===== src/rtl/melody_sequencer_if.sv =====
// ---------------------------------------------------------------------------
// melody_sequencer_if
//   Bundles the control, keyboard and buzzer signals of melody_sequencer.
//
//   Signalling: there is no valid/ready handshake on this block. play and
//   stop are one-cycle pulses sampled on the rising clock edge. key_valid is
//   a level: while it is high the keyboard owns the buzzer and key_note is
//   sampled every edge. All outputs are registered.
//
//   Signals
//     play       master->slave  start-playback pulse
//     stop       master->slave  abort-playback pulse (wins over play)
//     key_valid  master->slave  keyboard requests the buzzer
//     key_note   master->slave  keyboard note code 1-14, 0 = silence
//     sound      slave->master  note code to the buzzer datapath
//     note_on    slave->master  buzzer enable
//     owner      slave->master  1 = sequencer drives sound
//     busy       slave->master  song in progress (also while held)
//     step_idx   slave->master  current song step 0-15
//     state_dbg  slave->master  FSM state (IDLE=0, NOTE=1, GAP=2, HOLD=3)
// ---------------------------------------------------------------------------
interface melody_sequencer_if;
    logic       play;
    logic       stop;
    logic       key_valid;
    logic [3:0] key_note;
    logic [3:0] sound;
    logic       note_on;
    logic       owner;
    logic       busy;
    logic [3:0] step_idx;
    logic [1:0] state_dbg;

    modport master (
        output play, stop, key_valid, key_note,
        input  sound, note_on, owner, busy, step_idx, state_dbg
    );

    modport slave (
        input  play, stop, key_valid, key_note,
        output sound, note_on, owner, busy, step_idx, state_dbg
    );
endinterface


===== src/rtl/melody_sequencer.sv =====
// ---------------------------------------------------------------------------
// melody_sequencer
//   Plays a fixed 16-step song on a buzzer. Step i plays note (i mod 14)+1
//   for ((i & 3)+1) beats; the last GAP_CYC cycles of every step are silent.
//   The keyboard can take the buzzer at any time; a running song is then
//   frozen in HOLD and resumes exactly where it stopped.
//
//   Parameters
//     BEAT_CYC  clock cycles per beat
//     GAP_CYC   silent cycles ending every step (1 <= GAP_CYC < BEAT_CYC)
//
//   Ports
//     clk    system clock
//     rst_n  asynchronous active-low reset
//     bus    melody_sequencer_if.slave (play/stop/keyboard in, buzzer out)
//
//   Build option
//     LOOP_EN  when defined, the song wraps from step 15 back to step 0;
//              otherwise the end of the song returns to IDLE.
// ---------------------------------------------------------------------------
module melody_sequencer #(
    parameter int BEAT_CYC = 25000000,
    parameter int GAP_CYC  = 1000000
) (
    input  logic                      clk,
    input  logic                      rst_n,
    melody_sequencer_if.slave         bus
);

    typedef enum logic [1:0] {
        IDLE = 2'd0,
        NOTE = 2'd1,
        GAP  = 2'd2,
        HOLD = 2'd3
    } state_t;

    localparam logic [27:0] BEAT_W = 28'(BEAT_CYC);
    localparam logic [27:0] GAP_W  = 28'(GAP_CYC);

    state_t      state_q,   state_d;
    state_t      ret_q,     ret_d;      // state to resume when HOLD ends
    logic [27:0] cnt_q,     cnt_d;
    logic [3:0]  step_q,    step_d;
    logic [3:0]  sound_q,   sound_d;
    logic        note_on_q, note_on_d;
    logic        owner_q,   owner_d;
    logic        busy_q,    busy_d;

    // Where the song would be after this edge if the keyboard were idle.
    state_t      tgt_state;
    logic [27:0] tgt_cnt;
    logic [3:0]  tgt_step;

    function automatic logic [3:0] step_note(input logic [3:0] i);
        if (i == 4'd14)      return 4'd1;
        else if (i == 4'd15) return 4'd2;
        else                 return i + 4'd1;
    endfunction

    // Audible part of a step: the full step length minus the trailing gap.
    function automatic logic [27:0] note_len(input logic [3:0] i);
        logic [27:0] beats;
        beats = 28'(i[1:0]) + 28'd1;
        return beats * BEAT_W - GAP_W;
    endfunction

    always_ff @(posedge clk or negedge rst_n) begin
        if (!rst_n) begin
            state_q   <= IDLE;
            ret_q     <= NOTE;
            cnt_q     <= '0;
            step_q    <= '0;
            sound_q   <= '0;
            note_on_q <= 1'b0;
            owner_q   <= 1'b0;
            busy_q    <= 1'b0;
        end else begin
            state_q   <= state_d;
            ret_q     <= ret_d;
            cnt_q     <= cnt_d;
            step_q    <= step_d;
            sound_q   <= sound_d;
            note_on_q <= note_on_d;
            owner_q   <= owner_d;
            busy_q    <= busy_d;
        end
    end

    // Sequencer advance, ignoring keyboard and stop.
    always_comb begin
        tgt_state = state_q;
        tgt_cnt   = cnt_q;
        tgt_step  = step_q;
        case (state_q)
            IDLE: begin
                tgt_cnt  = '0;
                tgt_step = '0;
                if (bus.play) tgt_state = NOTE;
            end
            NOTE: begin
                if (cnt_q == note_len(step_q) - 28'd1) begin
                    tgt_state = GAP;
                    tgt_cnt   = '0;
                end else begin
                    tgt_cnt = cnt_q + 28'd1;
                end
            end
            GAP: begin
                if (cnt_q == GAP_W - 28'd1) begin
                    tgt_cnt = '0;
                    if (step_q != 4'd15) begin
                        tgt_state = NOTE;
                        tgt_step  = step_q + 4'd1;
                    end else begin
                        tgt_step = '0;
`ifdef LOOP_EN
                        tgt_state = NOTE;
`else
                        tgt_state = IDLE;
`endif
                    end
                end else begin
                    tgt_cnt = cnt_q + 28'd1;
                end
            end
            HOLD: begin
                // Frozen: resume exactly where the song was interrupted.
                tgt_state = ret_q;
            end
            default: tgt_state = IDLE;
        endcase
    end

    // Arbitration between stop, keyboard and sequencer; computes every
    // registered output together with the state it belongs to.
    always_comb begin
        state_d   = tgt_state;
        ret_d     = ret_q;
        cnt_d     = tgt_cnt;
        step_d    = tgt_step;
        sound_d   = step_note(tgt_step);
        note_on_d = (tgt_state == NOTE);
        owner_d   = 1'b1;
        busy_d    = 1'b1;

        if (bus.stop) begin
            state_d   = IDLE;
            cnt_d     = '0;
            step_d    = '0;
            sound_d   = '0;
            note_on_d = 1'b0;
            owner_d   = 1'b0;
            busy_d    = 1'b0;
        end else if (tgt_state == IDLE) begin
            state_d   = IDLE;
            cnt_d     = '0;
            step_d    = '0;
            busy_d    = 1'b0;
            owner_d   = 1'b0;
            sound_d   = bus.key_valid ? bus.key_note : 4'd0;
            note_on_d = bus.key_valid && (bus.key_note != 4'd0);
        end else if (bus.key_valid) begin
            // Park the would-be next position; count and step stay frozen.
            state_d   = HOLD;
            ret_d     = tgt_state;
            sound_d   = bus.key_note;
            note_on_d = (bus.key_note != 4'd0);
            owner_d   = 1'b0;
        end
    end

    assign bus.sound     = sound_q;
    assign bus.note_on   = note_on_q;
    assign bus.owner     = owner_q;
    assign bus.busy      = busy_q;
    assign bus.step_idx  = step_q;
    assign bus.state_dbg = state_q;

endmodule


===== src/flat_wrapper.sv =====
// flat-port wrapper written by rule: the top's interface ports become plain ports
module melody_sequencer_flat 
#(
    parameter int BEAT_CYC = 25000000,
    parameter int GAP_CYC  = 1000000
)
  (clk, rst_n, bus_play, bus_stop, bus_key_valid, bus_key_note, bus_sound, bus_note_on, bus_owner, bus_busy, bus_step_idx, bus_state_dbg);
  melody_sequencer_if bus_i ();
  input  logic clk;
  input  logic rst_n;
  input wire logic [$bits(bus_i.play)-1:0] bus_play;
  input wire logic [$bits(bus_i.stop)-1:0] bus_stop;
  input wire logic [$bits(bus_i.key_valid)-1:0] bus_key_valid;
  input wire logic [$bits(bus_i.key_note)-1:0] bus_key_note;
  output wire logic [$bits(bus_i.sound)-1:0] bus_sound;
  output wire logic [$bits(bus_i.note_on)-1:0] bus_note_on;
  output wire logic [$bits(bus_i.owner)-1:0] bus_owner;
  output wire logic [$bits(bus_i.busy)-1:0] bus_busy;
  output wire logic [$bits(bus_i.step_idx)-1:0] bus_step_idx;
  output wire logic [$bits(bus_i.state_dbg)-1:0] bus_state_dbg;
  assign bus_i.play = bus_play;
  assign bus_i.stop = bus_stop;
  assign bus_i.key_valid = bus_key_valid;
  assign bus_i.key_note = bus_key_note;
  assign bus_sound = bus_i.sound;
  assign bus_note_on = bus_i.note_on;
  assign bus_owner = bus_i.owner;
  assign bus_busy = bus_i.busy;
  assign bus_step_idx = bus_i.step_idx;
  assign bus_state_dbg = bus_i.state_dbg;
  melody_sequencer #(.BEAT_CYC(BEAT_CYC), .GAP_CYC(GAP_CYC)) u_core (.clk(clk), .rst_n(rst_n), .bus(bus_i));
endmodule

===== config.mk =====
export PLATFORM = sky130hd
export DESIGN_NAME = melody_sequencer_flat
export DESIGN_NICKNAME = d
export VERILOG_FILES = /design/src/rtl/melody_sequencer_if.sv /design/src/rtl/melody_sequencer.sv /design/src/flat_wrapper.sv
export SDC_FILE = /design/constraint.sdc
export NUM_CORES = 1
export LEC_CHECK = 0
export ABC_AREA = 0
export CORE_MARGIN = 5
export CORE_UTILIZATION = 37
export CTS_CLUSTER_DIAMETER = 40
export CTS_CLUSTER_SIZE = 28
export DETAILED_ROUTE_END_ITERATION = 16
export DONT_BUFFER_PORTS = 1
export PLACE_DENSITY_LB_ADDON = 0.3
export RECOVER_POWER = 25
export SETUP_SLACK_MARGIN = 0.05
export SYNTH_ARGS = -nofsm -noshare
export SYNTH_HDL_FRONTEND = slang
export SYNTH_SLANG_ARGS = --single-unit

===== constraint.sdc =====
create_clock -name clk -period 3.8 [get_ports clk]
set_input_delay 0.38 -clock clk [delete_from_list [all_inputs] [get_ports clk]]
set_output_delay 0.38 -clock clk [all_outputs]
set_load 0.01 [all_outputs]

### After elaboration in Yosys (flattened, before gate mapping)

Index checks and enable logic that the tools add are counted.

* register bits after elaboration: 43
* bits in latches: 0
* bits in writable memories: 0
* memory bits (read-only): 0
* bits of input ports: 9
* output and inout port bits: 13
* word-level logic and storage cells: 64
* memories kept: 0

* add/sub/neg operators: 6
* multiply operators: 1
* divide/modulo/power cells: 0
* order comparisons: 0
* equal/unequal tests: 9
* shift-type cells: 0
* muxes and demuxes: 32
* bitwise logic cells: 2
* reduce and logical (&&, ||, !) cells: 6

Operators with widths (number)
* 28-bit two-way mux: 4
* 28-bit one-hot mux with 3 select lines: 1
* 4-bit two-way mux: 10
* 28-bit by 1-bit adder with 28-bit output (second input constant): 1
* 28-bit by 20-bit == test with 1-bit output (second input constant): 1
* 28-bit == test: 1
* 28-bit by 19-bit multiplier with 22-bit output (second input constant): 1
* 28-bit by 1-bit subtractor with 28-bit output (second input constant): 1
* 28-bit by 20-bit subtractor with 28-bit output (second input constant): 1
* 2-bit two-way mux: 6
* 1-bit two-way mux: 9
* 4-bit by 1-bit adder with 4-bit output (second input constant): 2
* 4-bit == test (second input constant): 2
* 2-bit one-hot mux with 4 select lines: 1
* 4-bit one-hot mux with 2 select lines: 1
* 5-bit nonzero test: 1
* 2-bit by 1-bit == test with 1-bit output (second input constant): 2
* 2-bit == test (second input constant): 2
* 2-bit zero test: 2
* 4-bit != test (second input constant): 1
* 4-bit nonzero test: 1
* 2-bit by 1-bit adder with 3-bit output (second input constant): 1
* 3-bit AND reduction: 1
* 1-bit inverter: 2
* 1-bit logical AND: 1

### Longest topological paths before layout

Gate-level depths: netlist of run 1.

* depth in word-level cells: 11
* mapped depth: 18
* mapped depth without buffers: 15

### Worst setup path before layout of run 1

No wires, ideal clock.

* path kind: register to register
* start: register u_core.step_q[0], in the netlist u_core.bus.step_idx[0]
* end: register u_core.cnt_q[22]
* setup time: 0.126 ns
* arrival: 3.797 ns
* data required time: 3.674 ns
* slack: -0.123 ns
* stages on the path, launching flop included: 18
* buffers on the path: 4
* clock period less this slack: 3.923 ns
* cell sequence: dfrtp_1 > buf_2 > inv_1 > ha_1 > clkbuf_1 > inv_1 > ha_1 > inv_1 > ha_1 > o21ai_0 > and4b_1 > or4_1 > a21o_1 > a21o_1 > buf_2 > clkbuf_1 > a32oi_1 > a21oi_1

* longest elaborated chain between the ends: 10
* elaborated cells on any way between the ends: 16
* classes of those cells: add/sub: 3; mul: 1; eq/ne: 2; mux: 8; reduce/logical: 2

RTL lines
* start: declaration: RTL line melody_sequencer.sv:43 `logic [3:0] step_q, step_d;`
* start signal: assignment: RTL line melody_sequencer.sv:81 `step_q <= step_d;`
* 2-bit by 1-bit adder with 3-bit output: RTL line melody_sequencer.sv:63 `beats = 28'(i[1:0]) + 28'd1;`
* 28-bit by 19-bit multiplier with 22-bit output: RTL line melody_sequencer.sv:64 `return beats * BEAT_W - GAP_W;`
* 28-bit by 20-bit subtractor with 28-bit output: RTL line melody_sequencer.sv:64
* 28-bit by 1-bit subtractor with 28-bit output: RTL line melody_sequencer.sv:101 `if (cnt_q == note_len(step_q) - 28'd1) begin`
* 28-bit == test: RTL line melody_sequencer.sv:101
* 2-bit two-way mux: RTL line melody_sequencer.sv:101
* 2-bit one-hot mux with 4 select lines: RTL line melody_sequencer.sv:94 `case (state_q)`
* 2-bit zero test: RTL line melody_sequencer.sv:154 `end else if (tgt_state == IDLE) begin`
* 28-bit two-way mux: RTL line melody_sequencer.sv:154
* 28-bit two-way mux: RTL line melody_sequencer.sv:146 `if (bus.stop) begin`
* end signal: assignment: RTL line melody_sequencer.sv:80 `cnt_q <= cnt_d;`
* end: declaration: RTL line melody_sequencer.sv:42 `logic [27:0] cnt_q, cnt_d;`

Several ways; a longest one is shown, not always the timed one.
A chain may end at the register's enable or synchronous reset.

### Final worst setup path of run 1

* start: register u_core.step_q[0], in the netlist u_core.bus.step_idx[0]
* end: register u_core.cnt_q[14]

Same word-level chain as after synthesis.

==> results of run 1 <==
[logic make-up after synthesis]
logic type               share of synthesized area
flip-flops                                   0.323
XOR/XNOR                                    0.0289
AO/OA/AOI/OAI                                0.282
adder cells (fa/ha/maj)                     0.0639
buffers and inverters                       0.0552
AND/OR/NAND/NOR                              0.247
[sequential cells by signal, summed over array words and instances (netlist names)]
signal / count
u_core.cnt_q: 28
u_core.bus.note_on: 1
u_core.bus.state_dbg: 2
u_core.bus.sound: 4
u_core.bus.step_idx: 4
u_core.bus.owner: 1
u_core.bus.busy: 1
u_core.ret_q: 2
[final cells by class]
type	count	share of cell area
Multi-Input combinational cell	280	0.579
Timing Repair Buffer	10	0.0274
Tap cell	108	0.0375
Sequential cell	43	0.299
Clock inverter	2	0.0166
Clock buffer	6	0.0201
Inverter	20	0.0208
[report_power, final]
part | internal, mW | switching (mW) | total (mW)
Clock | 0.263 | 0.166 | 0.429
Combinational | 0.244 | 0.600 | 0.844
Sequential | 0.490 | 0.0388 | 0.529
Total | 0.996 | 0.805 | 1.80
[worst max-delay path, delay by kind of cell (launching register included)]
kind,cells,cell delay (ns)
flip-flops,1,0.39
AO/OA/AOI/OAI,5,0.87
buffers and inverters,4,0.48
AND/OR/NAND/NOR,2,0.76
adder cells (fa/ha/maj),3,0.85
[synthesized netlist by cell type (all sizes together), types with 3 or more instances]
| cell type | n |
|---|---|
| a21oi | 15 |
| a32o | 5 |
| ha | 17 |
| o311ai | 3 |
| nor2b | 3 |
| and2 | 7 |
| nor4 | 3 |
| and3 | 14 |
| nor3b | 4 |
| buf | 6 |
| a311oi | 19 |
| nand3 | 12 |
| nand3b | 15 |
| o21a | 3 |
| nor3 | 6 |
| inv | 20 |
| o21ai | 7 |
| o211ai | 4 |
| nor2 | 25 |
| o31ai | 4 |
| or3 | 3 |
| nand2 | 27 |
| a211oi | 3 |
| nand4 | 5 |
| a21o | 3 |
| a32oi | 4 |
| xnor2 | 5 |
| clkbuf | 17 |
| a31oi | 20 |
| dfrtp | 42 |
| nand4b | 5 |
| xor2 | 6 |
| a41oi | 4 |
[routing by layer]
metal	vias to the layer above	part of all wire	track usage
li1	1393	-	-
met1	1438	0.47	0.211
met2	70	0.45	0.224
met3	17	0.045	0.0265
met4	0	0.026	0.0621
met5	-	0	0
[worst paths after layout]
kind	from	end	slack (ns)
min in group asynchronous	rst_n	u_core.cnt_q[4]	1.37
max	u_core.bus.step_idx[0]	u_core.cnt_q[14]	0.24
min reg2reg	u_core.ret_q[1]	u_core.ret_q[1]	0.52
max in group asynchronous	rst_n	u_core.cnt_q[16]	1.06
min	bus_stop	u_core.bus.note_on	0.13
max reg2reg	u_core.bus.step_idx[0]	u_core.cnt_q[14]	0.24
[what timing repair did]
action | CTS | global route
setup endpoints to repair | 0 | 21
gates resized for setup | 0 | 5
hold endpoints to repair | 43 | 0
hold buffers | 2 | 0
[stage by stage]
step                hold slack (ns)  cell area [µm²]  setup WS (ns)
floorplan                    0.0844             3330         0.0684
CTS                           0.122             3610         0.0860
detailed placement           0.0871             3440         0.0991
global route                  0.114             3610         0.0481
finish                        0.129             3610          0.242
global placement             0.0873             3440          0.202
==> results by group, run 1 <==
Run status
  – Status: complete, but fails checks
  – Failing checks: capacitance limit, slew limit

Synth
  – Async SR Flop Fraction: 1.00
  – Yosys warning count: 0
  – Synth cell types: between 60 and 70
  – Register area share after synthesis: 0.323
  – Cell type with the largest total area after synthesis: dfrtp_1
  – Mapped Area: approximately 3300 µm²
  – Area contributors post-synth: dfrtp_1, a311oi_2, ha_1, a31oi_1, nand3b_1
  – Post-synth EDFFs: 0
  – Cells after Synth: 366
  – Syn nets: about 390
  – Primary FF master, synth: dfrtp_1
  – Post-synth top area share: 0.316
  – Mean Syn Cell Area: approximately 9.1 µm²
  – Synth Register Bits: 43

Route
  – Routed wire length: ~8300 µm
  – DR pass1 iterations: 4
  – Post-route ant nets: 0
  – WL/cell: 17.7 µm
  – Initial drt markers: between 200 and 250
  – DRC violations left: 0
  – Vias per cell: approximately 6.2
  – Via count: 2,918

Worst setup path
  – R2r worst-path depth: 14
  – CP Max Fanout: 33
  – Slowest-stage cell, CP: or4_1
  – CP Cell Sequence: inv_2, ha_1, inv_1, ha_2, inv_1, ha_1, o21ai_0, and4b_1, or4_1, a21o_1, a31o_4, o21bai_4, buf_12, a311oi_1
  – CP Capture Type: register
  – CP startpoint kind: register
  – Worst EP required: roughly 3.9 ns
  – Critical Path AT: roughly 3.7 ns
  – WS Path Type: reg2reg
  – Crit path largest cell delay: between 0.5 and 0.6 ns

Layout
  – Synthesis-to-finish area growth: 8.30%
  – Number of diodes: 0
  – Sequential cell area: ~1100 µm²
  – Fill cells: 890
  – Most frequent cells in the layout: dfrtp_1, nand2_1, nor2_1
  – Final nets: between 300 and 400
  – Fraction of layout cells with a size suffix above 1: 0.136
  – Fin cells: between 400 and 500
  – Most common cell after layout, fill and taps aside: dfrtp_1
  – Fin util: 0.412
  – Area taken by multi-input logic gates: around 2100 µm²

STA
  – Final Hold Viols: 0
  – Final period util: 0.936
  – Worst Tran Pin Value: 2.42 ns
  – RSZ-0062 raised after global routing: yes
  – Fin crit period: ~3.6 ns
  – Worst rel slew slack: -0.614
  – Achievable Freq: between 0.2 and 0.3 GHz
  – Clock skew: around 0.01 ns
  – Setup-failing EPs final: 0
  – Max Slew Vio Count: 44
  – Setup TNS: 0 ns

Min path
  – Hold Crit Class: in2reg
  – Cells on Worst Hold Path: 1

Global routing
  – Gr ovfl total: 0
  – Vias in the first global route: around 2.7k
  – Total track usage: 0.149
  – Initial antenna violation count: 0
  – Largest net degree at the start of global routing: 50
  – Global-route wire length before repair: roughly 14,000 µm

Run
  – Max-cap viol count: 1

Die
  – DIE AREA: 11,000 µm²
  – I/O pin total: 22
  – Die Height: roughly 100 µm
  – Die span in x: ~100 µm
  – Site row count: 34
  – CORE AREA: just under 9000 µm²
  – Initial core utilization: 0.380

Clocking
  – Clock slew at reported path FFs: approximately 0.090 ns
  – Root buffer cell: clkbuf_8
  – Clock Path Buffers: 2
  – CTS H-tree lvls: 2
  – CTS tree: yes
  – Post-CTS setup buffer count: 0
  – Clk sinks: 43
  – Number of buffers created by CTS: 5
  – Clock Latency Late Sink: around 0.30 ns

Place
  – I/O Buffers: 0
  – GP Congestion: between 0.8 and 0.9
  – DP HPWL: around 5900 µm
  – Placed insts: 459

Pwr
  – Final total power: 1.80 mW
  – PwrDens: 499 nW/µm²
  – Max IR drop VDD: ~0.25 mV
  – P_leak: about 1.3 nW
Note: power is estimated with default switching activity, not from simulation.
==> inputs of run 2 (changes only) <==
--- a/config.mk
+++ b/config.mk
@@ -7,14 +7,14 @@
 export LEC_CHECK = 0
 export ABC_AREA = 0
 export CORE_MARGIN = 5
-export CORE_UTILIZATION = 37
+export CORE_UTILIZATION = 50
 export CTS_CLUSTER_DIAMETER = 40
 export CTS_CLUSTER_SIZE = 28
 export DETAILED_ROUTE_END_ITERATION = 16
 export DONT_BUFFER_PORTS = 1
 export PLACE_DENSITY_LB_ADDON = 0.3
 export RECOVER_POWER = 25
-export SETUP_SLACK_MARGIN = 0.05
+export SETUP_SLACK_MARGIN = 0.3
 export SYNTH_ARGS = -nofsm -noshare
 export SYNTH_HDL_FRONTEND = slang
 export SYNTH_SLANG_ARGS = --single-unit
==> results by group, run 2 (synthesis gave the netlist of run 1 again) <==
Worst setup path
  – WS Path Type: reg2reg (unchanged)
  – CP Max Fanout: 6 (was 33)
  – CP startpoint kind: register (unchanged)
  – Slowest-stage cell, CP: or4_4 (was or4_1)
  – CP Capture Type: register (unchanged)
  – Kind of cell adding the most delay to the critical path: compound AO/OA/AOI/OAI gates (unchanged)
  – CP Cell Sequence: inv_4, ha_2, inv_2, ha_4, inv_1, ha_4, o21ai_0, and4b_1, or4_4, a21o_1, a31o_4, o21bai_4, inv_2, a32o_1 (was inv_2, ha_1, inv_1, ha_2, inv_1, ha_1, o21ai_0, and4b_1, or4_1, a21o_1, a31o_4, o21bai_4, buf_12, a311oi_1)
  – Worst path buffer plus inverter count: 4 (unchanged)
  – Worst EP required: 3.98 ns (was 3.93 ns)
  – Critical Path AT: 3.58 ns (was 3.68 ns)
  – Crit path largest cell delay: 0.54 ns (was 0.55 ns)

Global routing
  – Largest net degree at the start of global routing: 50 (unchanged)
  – Met1 usage: 0.311 (was 0.211)
  – GR peak layer: met1 (was met2)
  – Met2 Use GR: 0.294 (was 0.224)
  – GRT met3 Usage: 0.0295 (was 0.0265)
  – Total track usage: 0.202 (was 0.149)
  – Global-route wire length before repair: 13,900 µm (was 13,800 µm)
  – Gr ovfl total: 0 (unchanged)
  – Initial antenna violation count: 0 (unchanged)
  – Vias in the first global route: 2,710 (was 2,741)

Pwr
  – PwrDens: 509 nW/µm² (was 499 nW/µm²)
  – Max IR drop VDD: 0.417 mV (was 0.251 mV)
  – P_leak: 1.39 nW (was 1.34 nW)

STA
  – Setup TNS: 0 ns (unchanged)
  – Final Hold Viols: 0 (unchanged)
  – Fin crit period: 3.41 ns (was 3.56 ns)
  – Worst rel slew slack: -0.548 (was -0.614)
  – RSZ-0062 raised after global routing: no (was yes)
  – Max Slew Vio Count: 44 (unchanged)
  – Clock skew: 0.00268 ns (was 0.0102 ns)
  – Final period util: 0.896 (was 0.936)
  – Achievable Freq: 0.294 GHz (was 0.281 GHz)
  – Worst Tran Pin Value: 2.32 ns (was 2.42 ns)
  – Setup-failing EPs final: 0 (unchanged)

Clocking
  – Clk sinks: 43 (unchanged)
  – Number of buffers created by CTS: 5 (unchanged)
  – Root buffer cell: clkbuf_8 (unchanged)
  – Clock Latency Late Sink: 0.29 ns (was 0.30 ns)
  – CTS tree: yes (unchanged)
  – Clock slew at reported path FFs: 0.08 ns (was 0.09 ns)
  – Clock Path Buffers: 2 (unchanged)
  – CTS H-tree lvls: 2 (unchanged)

Layout
  – Fraction of layout cells with a size suffix above 1: 0.184 (was 0.136)
  – Largest Register: u_core.cnt_q (unchanged)
  – Max FFs per register: 28 (unchanged)
  – Most common cell after layout, fill and taps aside: dfrtp_1 (unchanged)
  – Synthesis-to-finish area growth: 11.6% (was 8.30%)
  – Most frequent cells in the layout: dfrtp_1, nand2_1, nor2_1 (unchanged)
  – Final nets: 394 (was 386)
  – Number of diodes: 0 (unchanged)
  – Fin util: 0.579 (was 0.412)

Die
  – Die span in x: 91.6 µm (was 105 µm)
  – Initial core utilization: 0.519 (was 0.380)
  – Die Height: 91.6 µm (was 105 µm)
  – I/O pin total: 22 (unchanged)
  – Site row count: 29 (was 34)
  – DIE AREA: 8390 µm² (was 11,000 µm²)
  – CORE AREA: 6420 µm² (was 8760 µm²)

Route
  – WL/cell: 19.8 µm (was 17.7 µm)
  – Routed wire length: 8820 µm (was 8300 µm)
  – Vias per cell: 6.65 (was 6.22)
  – Post-route ant nets: 0 (unchanged)
  – Initial drt markers: 222 (was 247)
  – DRC violations left: 0 (unchanged)
  – Via count: 2,968 (was 2,918)
  – DR pass1 iterations: 4 (unchanged)

Min path
  – Hold Crit Class: in2reg (unchanged)

Run status
  – Status: complete, but fails checks (unchanged)
  – Failing checks: capacitance limit, slew limit (unchanged)

Place
  – I/O Buffers: 0 (unchanged)
  – DP HPWL: 5840 µm (was 5870 µm)
  – GP Congestion: 0.887 (was 0.828)

Run
  – Max-cap viol count: 1 (unchanged)
-- run 2: routing by layer --
layer  share of wire  up-vias  wire, µm
met5               0        -         0
met4          0.0090        0        79
met3           0.065        8       570
met2            0.46       91      4050
met1            0.47     1465      4110
li1                -     1404         -
-- run 2: stage by stage --
stage                     std cells  setup WS [ns]  power (mW)  hold slack (ns)  instance area, µm²
final                           446          0.394        1.89            0.141                3720
after global routing            446          0.264        1.99            0.122                3720
after CTS                       437          0.352        1.77            0.130                3560
after detailed placement        427          0.376        1.34           0.0862                3400
after global placement          427          0.429        1.33           0.0860                3400
after floorplan                 366          0.288        1.18           0.0844                3370
-- run 2: repair_timing --
action / in CTS / in global routing
hold buffers: 2 / 0
endpoints found under the setup margin: 0 / 36
buffers inserted: 0 / 6
resized for setup: 0 / 14
endpoints found under the hold margin: 43 / 0
-- run 2: path summary, 6_finish.rpt --
path	startpoint	depth (start not counted)	slack (ns)	end
min	bus_stop	1	0.14	u_core.bus.state_dbg[0]
max	u_core.bus.step_idx[0]	14	0.39	u_core.bus.sound[1]
max in group asynchronous	rst_n	2	0.98	u_core.bus.step_idx[0]
max reg2reg	u_core.bus.step_idx[0]	14	0.39	u_core.bus.sound[1]
min reg2reg	u_core.ret_q[1]	2	0.54	u_core.ret_q[1]
min in group asynchronous	rst_n	2	1.33	u_core.cnt_q[7]
-- run 2: area by class of cell --
type                       count  area, µm²
clock inverter                 2       60.1
timing repair buffer          18        189
inverter                      20       77.6
multi-input combinational    280       2140
clock buffer                   6       72.6
fill                         580       2700
tap                           77       96.3
sequential                    43       1080
-- run 2: report_power, final --
part           internal, mW  leakage [nW]  switching (mW)  total [mW]
sequential            0.490         0.588          0.0413       0.531
combinational         0.296         0.737           0.647       0.943
clock                 0.263        0.0654           0.155       0.417
==> inputs of run 3 (changes only) <==
==> constraint.sdc (replaced) <==
create_clock -name clk -period 4.08 [get_ports clk]
set_input_delay 0.408 -clock clk [delete_from_list [all_inputs] [get_ports clk]]
set_output_delay 0.408 -clock clk [all_outputs]
set_load 0.01 [all_outputs]
==> results by group, run 3 (synthesis gave the netlist of run 1 again) <==
Layout
  – Largest Register: u_core.cnt_q (unchanged)
  – Synthesis-to-finish area growth: 6.65% (was 11.6%)
  – Most common cell after layout, fill and taps aside: dfrtp_1 (unchanged)
  – Max FFs per register: 28 (unchanged)
  – Fin util: 0.553 (was 0.579)
  – Most frequent cells in the layout: dfrtp_1, nand2_1, nor2_1 (unchanged)
  – Final nets: 384 (was 394)
  – Number of diodes: 0 (unchanged)
  – Fraction of layout cells with a size suffix above 1: 0.145 (was 0.184)

Global routing
  – Gr ovfl total: 0 (unchanged)
  – Global-route wire length before repair: 14,100 µm (was 13,900 µm)
  – Vias in the first global route: 2,779 (was 2,710)
  – Largest net degree at the start of global routing: 51 (was 50)
  – Initial antenna violation count: 0 (unchanged)
  – Total track usage: 0.202 (about the same)

Place
  – GP Congestion: 0.847 (was 0.887)
  – I/O Buffers: 0 (unchanged)
  – DP HPWL: 5660 µm (was 5840 µm)

STA
  – Setup-failing EPs final: 0 (unchanged)
  – Worst Tran Pin Value: 2.38 ns (was 2.32 ns)
  – Fin crit period: 3.61 ns (was 3.41 ns)
  – Final Hold Viols: 0 (unchanged)
  – Final period util: 0.884 (was 0.896)
  – Setup TNS: 0 ns (unchanged)
  – RSZ-0062 raised after global routing: no (unchanged)
  – Achievable Freq: 0.277 GHz (was 0.294 GHz)
  – Worst rel slew slack: -0.584 (was -0.548)
  – Max Slew Vio Count: 44 (unchanged)
  – Clock skew: 0.00568 ns (was 0.00268 ns)

Worst setup path
  – Setup slack, reg-to-reg: 0.47 ns (was 0.39 ns)
  – CP startpoint kind: register (unchanged)
  – Worst EP required: 4.22 ns (was 3.98 ns)
  – CP endpoint: u_core.cnt_q[17] (was u_core.bus.sound[1])
  – CP Capture Type: register (unchanged)
  – CP startpoint: u_core.bus.step_idx[0] (unchanged)
  – R2r worst-path depth: 14 (unchanged)
  – Critical Path AT: 3.74 ns (was 3.58 ns)
  – Worst r2r src: u_core.bus.step_idx[0] (unchanged)
  – Worst R2R End: u_core.cnt_q[17] (was u_core.bus.sound[1])
  – WS Path Type: reg2reg (unchanged)
  – CP Max Fanout: 27 (was 6)

Clocking
  – CTS tree: yes (unchanged)
  – Clock Latency Late Sink: 0.30 ns (was 0.29 ns)
  – Clock Path Buffers: 2 (unchanged)
  – Clk sinks: 43 (unchanged)
  – Root buffer cell: clkbuf_8 (unchanged)
  – CTS H-tree lvls: 2 (unchanged)
  – Clock slew at reported path FFs: 0.09 ns (was 0.08 ns)
  – Number of buffers created by CTS: 5 (unchanged)

Run status
  – Failing checks: capacitance limit, slew limit (unchanged)
  – Status: complete, but fails checks (unchanged)

Route
  – Initial drt markers: 286 (was 222)
  – Vias per cell: 6.68 (was 6.65)
  – Routed wire length: 8260 µm (was 8820 µm)
  – Via count: 2,912 (was 2,968)
  – WL/cell: 18.9 µm (was 19.8 µm)
  – DRC violations left: 0 (unchanged)
  – Post-route ant nets: 0 (unchanged)
  – DR pass1 iterations: 4 (unchanged)

Run
  – Max-cap viol count: 1 (unchanged)

Die
  – Die span in x: 91.6 µm (unchanged)
  – Die Height: 91.6 µm (unchanged)
  – Initial core utilization: 0.519 (unchanged)
  – DIE AREA: 8390 µm² (unchanged)
  – I/O pin total: 22 (unchanged)
  – Site row count: 29 (unchanged)
  – CORE AREA: 6420 µm² (unchanged)

Pwr
  – Max IR drop VDD: 0.292 mV (was 0.417 mV)
  – P_leak: 1.32 nW (was 1.39 nW)
  – PwrDens: 453 nW/µm² (was 509 nW/µm²)

Min path
  – Hold Crit Class: in2reg (unchanged)
## run 3: changes by cell type in the layout (fill, tap and decap cells not counted), moves of 2 or more
cell | before | now
buf_4 | 11 | 4
ha_1 | 12 | 14
a41oi_1 | 2 | 4
clkbuf_16 | 2 | 0
a41oi_2 | 2 | 0
## run 3: area by class of cell
type                       instances  area [µm²]
tap                               77        96.3
sequential                        43        1080
timing repair buffer               8        75.1
fill                             568        2870
inverter                          20        77.6
clock inverter                     3        43.8
clock buffer                       5        68.8
multi-input combinational        280        2110
## run 3: routing by layer
metal  vias to the layer above  GRT usage  wire length [µm]
li1                       1387          -                 -
met1                      1443      0.297              3910
met5                         -          0                 0
met4                         0     0.0503                59
met2                        75      0.310              3800
met3                         7     0.0311               491
## run 3: what timing repair did
action	CTS	global route
endpoints found under the setup margin	20	34
buffers inserted	0	0
resized for setup	3	9
hold buffers	2	0
hold endpoints to repair	43	0
## run 3: report_power, final
part           total (mW)  leakage (nW)  internal, mW  switching [mW]
sequential          0.493         0.590         0.456          0.0370
combinational       0.774         0.669         0.213           0.561
clock               0.342        0.0581         0.183           0.159
total                1.61          1.32         0.852           0.758
## run 3: worst min-delay path by stage
stage | start | slack [ns] | endpoint | cells after the start
floorplan | rst_n | 0.11 | u_core.bus.busy | 0
global placement | rst_n | 0.11 | u_core.cnt_q[9] | 0
detailed placement | rst_n | 0.11 | u_core.cnt_q[11] | 0
CTS | bus_stop | 0.14 | u_core.bus.note_on | 1
global route | bus_stop | 0.14 | u_core.bus.note_on | 1
finish | bus_stop | 0.15 | u_core.bus.note_on | 1
## run 3: per-stage QoR
stage	area, µm²	setup slack, ns	power [mW]	instances	hold slack [ns]
floorplan	3330	0.314	1.09	366	0.112
global placement	3380	0.282	1.23	426	0.114
detailed placement	3380	0.141	1.25	426	0.115
CTS	3530	0.306	1.61	436	0.144
global route	3550	0.285	1.71	436	0.143
finish	3550	0.472	1.61	436	0.154
## run 3: critical path, cell delays in order, from the launching register on
cell      delay (ns)
dfrtp_1         0.41
inv_4           0.12
ha_4            0.19
inv_1           0.07
ha_2            0.37
inv_1           0.05
ha_1            0.29
o21ai_0         0.09
and4b_1         0.23
or4_1           0.56
a21o_1          0.24
a21o_4          0.29
buf_6           0.20
a41oi_1         0.26
a311oi_2        0.07
